**config.mk**
```make
export PLATFORM = sky130hd
export DESIGN_NAME = mem_slave_lat
export DESIGN_NICKNAME = d
export VERILOG_FILES = /design/src/rtl/mem_slave_pkg.sv /design/src/rtl/lfsr_delay_gen.sv /design/src/rtl/mem_slave_lat.sv
export SDC_FILE = /design/constraint.sdc
export NUM_CORES = 1
export LEC_CHECK = 0
export ABC_AREA = 0
export CAP_MARGIN = 15
export CORE_MARGIN = 4
export CORE_UTILIZATION = 55
export DETAILED_ROUTE_END_ITERATION = 10
export DONT_BUFFER_PORTS = 1
export HOLD_SLACK_MARGIN = 0.06
export PLACE_DENSITY = 0.74
export SLEW_MARGIN = 20
export SYNTH_ARGS = -nofsm -noshare
export SYNTH_HDL_FRONTEND = slang
export SYNTH_HIERARCHICAL = 1
export SYNTH_SLANG_ARGS = --single-unit
export TNS_END_PERCENT = 5
```
**constraint.sdc**
```tcl
create_clock -name clk -period 2.66 [get_ports clk]
set_clock_uncertainty 0.2 [all_clocks]
set_input_delay 0.266 -clock clk [delete_from_list [all_inputs] [get_ports clk]]
set_output_delay 0.266 -clock clk [all_outputs]
set_load 0.05 [all_outputs]
```
**src/rtl/mem_slave_pkg.sv**
```systemverilog
// Shared types and constants for the latency-modelling memory slave.
package mem_slave_pkg;

   typedef enum logic [1:0] {IDLE, WAIT, ACK} mem_slv_state_e;

   localparam logic [15:0] LFSR_TAPS = 16'hB400;

   // Wide enough for MIN_LAT + 2**LAT_LOG2 - 1 with one bit of headroom.
   function automatic int lat_width(input int min_lat, input int lat_log2);
      return $clog2(min_lat + 2**lat_log2) + 1;
   endfunction

endpackage

```
**src/rtl/lfsr_delay_gen.sv**
```systemverilog
// Free-running 16-bit Fibonacci LFSR producing the per-transaction wait count.
module lfsr_delay_gen
   import mem_slave_pkg::*;
#(
   parameter logic [15:0] SEED     = 16'hACE1,
   parameter int          LAT_LOG2 = 3,
   parameter int          MIN_LAT  = 1,
   parameter int          RAND_EN  = 1,
   localparam int         LAT_W    = lat_width(MIN_LAT, LAT_LOG2)
)(
   input  logic             clk,
   input  logic             reset,
   output logic [LAT_W-1:0] delay
);

   logic [15:0] lfsr;
   logic        fb;

   assign fb = ^(lfsr & LFSR_TAPS);

   always_ff @(posedge clk) begin
      if (reset) lfsr <= SEED;
      else       lfsr <= {lfsr[14:0], fb};
   end

   generate
      if (RAND_EN != 0) begin : g_rand
         assign delay = LAT_W'(MIN_LAT) + LAT_W'(lfsr[LAT_LOG2-1:0]);
      end else begin : g_fixed
         assign delay = LAT_W'(MIN_LAT);
      end
   endgenerate

endmodule

```
**src/rtl/mem_slave_lat.sv**
```systemverilog
// Valid/ready memory slave with byte strobes, LFSR or fixed response latency
// and an error response for addresses beyond the implemented depth.
module mem_slave_lat
   import mem_slave_pkg::*;
#(
   parameter int          DATA_W   = 32,
   parameter int          ADDR_W   = 4,
   parameter int          DEPTH    = 16,
   parameter int          RAND_EN  = 1,
   parameter int          MIN_LAT  = 1,
   parameter int          LAT_LOG2 = 3,
   parameter logic [15:0] SEED     = 16'hACE1
)(
   input  logic                clk,
   input  logic                reset,
   input  logic                req_i,
   input  logic                req_rnw_i,
   input  logic [ADDR_W-1:0]   req_addr_i,
   input  logic [DATA_W-1:0]   req_wdata_i,
   input  logic [DATA_W/8-1:0] req_wstrb_i,
   output logic                req_ready_o,
   output logic [DATA_W-1:0]   req_rdata_o,
   output logic                req_err_o
);

   // state | meaning
   // IDLE  | waiting for req_i; captures the request and its delay
   // WAIT  | counting down the remaining wait cycles
   // ACK   | one-cycle completion pulse; write commits at its closing edge

   localparam int               LAT_W   = lat_width(MIN_LAT, LAT_LOG2);
   localparam int               NB      = DATA_W / 8;
   localparam logic [ADDR_W:0]  DEPTH_L = DEPTH[ADDR_W:0];

   mem_slv_state_e    state;
   logic [LAT_W-1:0]  cnt;
   logic [LAT_W-1:0]  delay;

   logic              cap_rnw;
   logic [ADDR_W-1:0] cap_addr;
   logic [DATA_W-1:0] cap_wdata;
   logic [NB-1:0]     cap_wstrb;

   logic [DATA_W-1:0] mem [DEPTH];

   logic              idle_take;
   logic              go_ack;
   logic              ack_rnw;
   logic [ADDR_W-1:0] ack_addr;
   logic              ack_hit;
   logic              commit;

   function automatic logic in_range(input logic [ADDR_W-1:0] a);
      return {1'b0, a} < DEPTH_L;
   endfunction

   lfsr_delay_gen #(
      .SEED     (SEED),
      .LAT_LOG2 (LAT_LOG2),
      .MIN_LAT  (MIN_LAT),
      .RAND_EN  (RAND_EN)
   ) u_delay (
      .clk   (clk),
      .reset (reset),
      .delay (delay)
   );

   // A zero delay enters ACK straight from IDLE, so the response is built
   // from the live request fields rather than the capture registers.
   assign idle_take = (state == IDLE) && req_i;
   assign go_ack    = (idle_take && (delay == '0)) || ((state == WAIT) && (cnt == '0));
   assign ack_rnw   = (state == IDLE) ? req_rnw_i  : cap_rnw;
   assign ack_addr  = (state == IDLE) ? req_addr_i : cap_addr;
   assign ack_hit   = in_range(ack_addr);

   always_ff @(posedge clk) begin
      if (reset) begin
         state       <= IDLE;
         cnt         <= '0;
         req_ready_o <= 1'b0;
         req_rdata_o <= '0;
         req_err_o   <= 1'b0;
      end else begin
         req_ready_o <= go_ack;
         req_rdata_o <= (go_ack && ack_rnw && ack_hit) ? mem[ack_addr] : '0;
         req_err_o   <= go_ack && !ack_hit;
         case (state)
            IDLE: begin
               if (idle_take) begin
                  if (delay == '0) begin
                     state <= ACK;
                  end else begin
                     cnt   <= delay - LAT_W'(1);
                     state <= WAIT;
                  end
               end
            end
            WAIT: begin
               if (cnt == '0) state <= ACK;
               else           cnt   <= cnt - LAT_W'(1);
            end
            ACK:     state <= IDLE;
            default: state <= IDLE;
         endcase
      end
   end

   always_ff @(posedge clk) begin
      if (idle_take) begin
         cap_rnw   <= req_rnw_i;
         cap_addr  <= req_addr_i;
         cap_wdata <= req_wdata_i;
         cap_wstrb <= req_wstrb_i;
      end
   end

   // Reset on the closing edge of ACK drops the pending write.
   assign commit = !reset && (state == ACK) && !cap_rnw && in_range(cap_addr);

   always_ff @(posedge clk) begin
      if (commit) begin
         for (int b = 0; b < NB; b++) begin
            if (cap_wstrb[b]) mem[cap_addr][8*b +: 8] <= cap_wdata[8*b +: 8];
         end
      end
   end

endmodule

```
# == After elaboration in Yosys (flattened, before gate mapping) ==
# Memories as Yosys holds them, arrays and structs flattened. A register that Yosys moved wholly into a read port is not among the register bits.
# Cells that the tools add are included.
# word_totals
output_inout_bits,34
mem_count,1
input_bits,44
mem_bits_rw,512
wordCells,58
ff_bits,65
# classes
n_eq_ne,6
n_addsub,3
reduce_logical,17
mux,22
bitwise_logic,1
# mem_list
name,depth,word_bits,rd,rd_ports_with_merged_regs,write_ports,line,text
mem,16,32,1,1,1,mem_slave_lat.sv:44,logic [DATA_W-1:0] mem [DEPTH];
# op_table
operator,n
$reduce_xor A16 Y1,1
$mux W5,3
$mux W1,13
$logic_not A5 Y1,2
$pmux W5 S2,1
$sub A5 B1 Y5 const B,2
$logic_and A1 B1 Y1,6
$mux W2,3
$ne A2 B2 Y1 const B,3
$add A1 B3 Y4 const A,1
$mux W4,1
$pmux W2 S2,1
$reduce_and A4 Y1,1
$eq A2 B1 Y1 const B,1
$eq A2 B2 Y1 const B,1
$logic_not A1 Y1,2
$logic_not A2 Y1,1
$ne A2 B1 Y1 const B,1
$reduce_and A2 Y1,1
$reduce_bool A2 Y1,1
$reduce_or A2 Y1,1
$logic_or A1 B1 Y1,1
$not A1 Y1,1

# == Depth between registers and ports, before layout ==
# logic_depth
depth_word,7
depth_mapped,10
mapped_depth_nobuf,8

# == By module ==
# Netlist, hierarchy kept.
# by_module_without_submodules
mod,n_inst,seq_area_each_um2,area_per_inst_um2,cells_per_inst
mem_slave_lat,1,17406.7,28075.7,2030
lfsr_delay_gen,1,320.3,498.0,42

# == Worst setup path before layout ==
# No wires, ideal clock.
# synth_timing
path_kind,reg-to-reg
startpoint,register state[0]
endpoint,register cnt[3]
setup_slack_ns,-0.029
required_ns,2.327
n_path_buf,1
t_arrival_ns,2.357
setup_time_ns,0.133
period_less_slack_ns,2.689
stages_incl_launch_ff,7
path_cell_list,dfxtp_1 > buf_4 > nor2_8 > and2_1 > a22oi_1 > o31ai_1 > a31oi_1
# synth_via
elab_chain_cells,4
elab_cells_between_ends,9
cone_classes,eq/ne (4); mux (1); reduce/logical (4)
# synth_lines
element,line,text
"start, declared",mem_slave_lat.sv:35,mem_slv_state_e state;
"start signal, assigned",mem_slave_lat.sv:78,state <= IDLE;
"start signal, assigned",mem_slave_lat.sv:91,state <= ACK;
"start signal, assigned",mem_slave_lat.sv:94,state <= WAIT;
$logic_not A2 Y1,"mem_slave_lat.sv:70, mem_slave_lat.sv:87",
$logic_and A1 B1 Y1,mem_slave_lat.sv:70,assign idle_take = (state == IDLE) && req_i;
$ne A2 B2 Y1 (no source line),n/a,
$reduce_and A4 Y1 (no source line),n/a,
"end signal, assigned",mem_slave_lat.sv:93,cnt <= delay - LAT_W'(1);
"end signal, assigned",mem_slave_lat.sv:100,else cnt <= cnt - LAT_W'(1);
"end, declared",mem_slave_lat.sv:36,logic [LAT_W-1:0] cnt;
# Several ways; a longest one is shown, not always the timed one.
# A chain may end at the register's enable or synchronous reset.

# == Worst setup path after layout ==
# layout_timing
startpoint,register state[0]
endpoint,"register req_rdata_o[9], read port of mem"
# layout_via
elab_chain_cells,7
elab_cells_between_ends,11
cone_classes,eq/ne (1); mux (2); bitwise (1); reduce/logical (7)
# layout_lines
element,line,text
$logic_not A2 Y1,"mem_slave_lat.sv:70, mem_slave_lat.sv:72, mem_slave_lat.sv:73",
$logic_and A1 B1 Y1,mem_slave_lat.sv:70,
$logic_and A1 B1 Y1,mem_slave_lat.sv:71,assign go_ack = (idle_take && (delay == '0)) || ((state == WAIT) && (cnt == '0));
$logic_or A1 B1 Y1,mem_slave_lat.sv:71,
$logic_and A1 B1 Y1,mem_slave_lat.sv:85,req_rdata_o <= (go_ack && ack_rnw && ack_hit) ? mem[ack_addr] : '0;
$not A1 Y1 (no source line),n/a,
$reduce_or A2 Y1 (no source line),n/a,
"end, declared",mem_slave_lat.sv:22,"output logic [DATA_W-1:0] req_rdata_o,"
# Several ways; a longest one is shown, not always the timed one.

==> results.sh <==
export IMPL_clk_path_buf_depth=3
export IMPL_cap_viol_max_count=0
export IMPL_yosysSeqAreaShare_pct=62.0
export IMPL_pwr_share_seq_pct=44.3
export IMPL_placed_area_um2=30000
export IMPL_start_util_pct=55.6
export IMPL_portBuffers=0
export IMPL_combPwrFrac_pct=20.0
export IMPL_tightestPinTransition_ns=1.01
export IMPL_yosys_most_used_dff="edfxtp_1"
export IMPL_worstPathRequired_ns=2.99
export IMPL_endpoint_kind="flip-flop"
export IMPL_outcome="complete, no violations"
export IMPL_clk_pin_slew_ns=0.06
export IMPL_synth_cell_types=44
export IMPL_setup_ws_ns=0.139
export IMPL_critPathBufInv=3
export IMPL_gp_congestion=0.861
export IMPL_pwr_share_clk_pct=35.8
export IMPL_setup_viol=0
export IMPL_die_height_um=236
export IMPL_p_sw_share_pct=27.8
export IMPL_clock_latency_ns=0.60
export IMPL_power_internal_mw=18.4
export IMPL_slew_headroom_pct=32.7
export IMPL_syn2layout_area_growth_pct=14.3
export IMPL_wl_per_cell_um=23.7
export IMPL_max_stage_delay_ns=0.36
export IMPL_final_nets=2208
export IMPL_hp_class="input port to flip-flop"
export IMPL_pre_cts_ws_ns=0.163
export IMPL_synth_edf_count=553
export IMPL_ir_drop_uv=506
export IMPL_dieArea_um2=55700
export IMPL_die_w_um=236
export IMPL_p_leak_nw=12.7
export IMPL_core_um2=51400
export IMPL_firstDrtPassIters=5
export IMPL_avgSynthCellArea_um2=13.8
export IMPL_grt_pass1_vias=18655
export IMPL_period_needed_ns=2.52
export IMPL_grt_max_degree=250
export IMPL_power_mw=25.5
export IMPL_grt_use_total_pct=24.2
export IMPL_hold_viol=0
export IMPL_rows=83
export IMPL_synthArstFlopShare_pct=0
export IMPL_critPathSlowestCell="dfxtp_1"
export IMPL_rsz0062_at_grt="false"
export IMPL_design_area_um2=32700
export IMPL_crit_fanout=31
export IMPL_drc=0
export IMPL_cts_made_buffers=66
export IMPL_worst_setup_path_start_kind="flip-flop"
export IMPL_ys_seq_elements=609
export IMPL_grt_overflow=0
export IMPL_dpl_hpwl_mm=41.1
export IMPL_tns_ns=0
export IMPL_worstPathCellList="buf_4 > nor2_8 > buf_12 > buf_4 > mux2i_1 > o32ai_1 > nor3_1 > o21a_1"
export IMPL_diodes=0
export IMPL_yosysWarnings=6
export IMPL_viasPerCell=6.20
export IMPL_cts_sinks=609
export IMPL_post_cts_setup_buffers=0
export IMPL_syn_area_um2=28600
export IMPL_cts_tree="done"
export IMPL_layout_drive_gt1_share_pct=10.8
export IMPL_antenna_found_initial=3
export IMPL_power_density_nw_per_um2=782
export IMPL_ant_nets=0
export IMPL_ios=78
export IMPL_seq_area_um2=17700
export IMPL_critPathTopFamily="buffers and inverters"
export IMPL_min_period_over_period_pct=94.8
export IMPL_critical_path_most_common_cell="buf_4"
export IMPL_multi_input_area_um2=10100
export IMPL_totalWireLength_mm=68.7
export IMPL_syn_inst=2072
export IMPL_crit_arrival_ns=2.85
export IMPL_fillCellCount=3671
export IMPL_syn_nets=2118
export IMPL_h_tree_depth=3
export IMPL_drt_iter0_drc=1429
export IMPL_critical_path_class="flip-flop to flip-flop"
export IMPL_finalMaxSlewViolations=0
export IMPL_finish_utilization_pct=63.5
export IMPL_fmax_ghz=0.397
export IMPL_grt_first_pass_wirelength_mm=106
export IMPL_clockRootBuffer="clkbuf_16"
export IMPL_power_switching_mw=7.09
export IMPL_vias=17955
==> worst register-to-register path, cell delays in order, from the launching register on <==
cell and delay [ns]:
dfxtp_1 0.36, buf_4 0.20, nor2_8 0.35, buf_12 0.29
buf_4 0.24, mux2i_1 0.24, o32ai_1 0.11, nor3_1 0.30
o21a_1 0.19
==> flip-flops by register name (all words and copies together) (netlist names) <==
name and count:
cap_addr 4, cap_rnw 1, cap_wdata 32, cap_wstrb 4
cnt 5, mem 512, req_rdata_o 32, req_ready_o 1
state 2, u_delay/lfsr 16
==> cells by family (layout without fill, tap and decap cells) <==
logic type / count (synthesis) / after routing / share of synthesized area, %
flip-flops: 609 / 609 / 62.0
adder cells (fa/ha/maj): 2 / 2 / 0.0876
other: 2 / 2 / 0.0263
buffers and inverters: 155 / 297 / 2.62
AO/OA/AOI/OAI: 187 / 187 / 5.57
XOR/XNOR: 4 / 4 / 0.123
multiplexers: 644 / 644 / 22.6
AND/OR/NAND/NOR: 469 / 469 / 6.98
==> final cells by class <==
cell class / instances / share of cell area [%]
inverter: 6 / 0.0690
clock inverter: 26 / 0.728
tap: 680 / 2.61
sequential: 609 / 54.3
multi-input combinational: 1308 / 31.1
clock buffer: 94 / 5.92
timing repair buffer: 171 / 5.34
==> path summary, 6_finish.rpt <==
path         slack (ns)                           to  depth (start not counted)                        from
max                0.14    req_rdata_o[9]$_SDFF_PP0_                          8       state[0]$_SDFFE_PP0P_
min                 0.1   req_rdata_o[26]$_SDFF_PP0_                          5               req_addr_i[0]
max reg2reg        0.14    req_rdata_o[9]$_SDFF_PP0_                          8       state[0]$_SDFFE_PP0P_
min reg2reg        0.21  u_delay/lfsr[10]$_SDFF_PP1_                          1  u_delay/lfsr[9]$_SDFF_PP0_
==> synthesized netlist by cell type (all sizes together), types with 8 or more instances <==
cell,n,share of area [%]
or2,8,0.18
nand2,24,0.32
nor2,332,4.4
nand3,10,0.18
o21a,32,0.84
nor2b,11,0.24
nor3,69,1.2
dfxtp,56,3.9
mux2i,644,23
o32ai,129,4.0
edfxtp,553,58
clkbuf,34,0.45
buf,115,2.1
==> through the flow <==
| step | hold slack (ns) | cells |
|---|---|---|
| 2_1_floorplan | 0.138 | 2072 |
| 3_3_place_gp | 0.145 | 2730 |
| 3_5_place_dp | 0.146 | 2730 |
| 4_1_cts | 0.0624 | 2894 |
| 5_1_grt | 0.0802 | 2894 |
| 6_report | 0.0975 | 2894 |
==> cells in the final DEF (no fill, tap or decap), types with 3 or more instances in the layout <==
cell type      count
a22oi_1            3
clkinv_1           5
clkbuf_1          16
dlygate4sd3_1     44
nor3_1            69
xor2_1             3
o32ai_1          129
bufinv_16          4
inv_1              6
nand3_1           10
clkbuf_8           7
nor4b_2            3
nor2b_1           11
a211oi_1           3
nand4_1            3
edfxtp_1         553
clkinv_2          14
buf_12            28
clkbuf_16         71
nor2_1           331
mux2i_1          642
a31oi_4            4
a21oi_1            6
nand2_1           24
o21a_1            32
o21ai_0            4
dfxtp_1           56
buf_4             99
or2_1              7
==> per-layer routing <==
layer	share of wire (%)	GRT usage, %	vias to the layer above
met5	0.031	0	-
li1	-	-	8127
met4	3.8	10.1	4
met1	40	31.0	9010
met2	50	41.2	635
met3	6.2	3.94	179
==> what timing repair did <==
action | 4_1_cts | 5_1_grt
resized for setup | 0 | 1
hold endpoints to repair | 106 | 0
hold buffers | 44 | 0
endpoints found under the setup margin | 0 | 1
==> power groups by stage <==
stage                     Combinational [mW]  Clock [mW]  Sequential, mW
final                                   5.10        9.13            11.3
after CTS                               5.05        9.27            11.3
after floorplan                         3.53           0            11.3
after global routing                    5.42        9.69            11.3
after global placement                  4.86           0            11.5
after detailed placement                4.95           0            11.5
(Power assumes the default switching activity.)
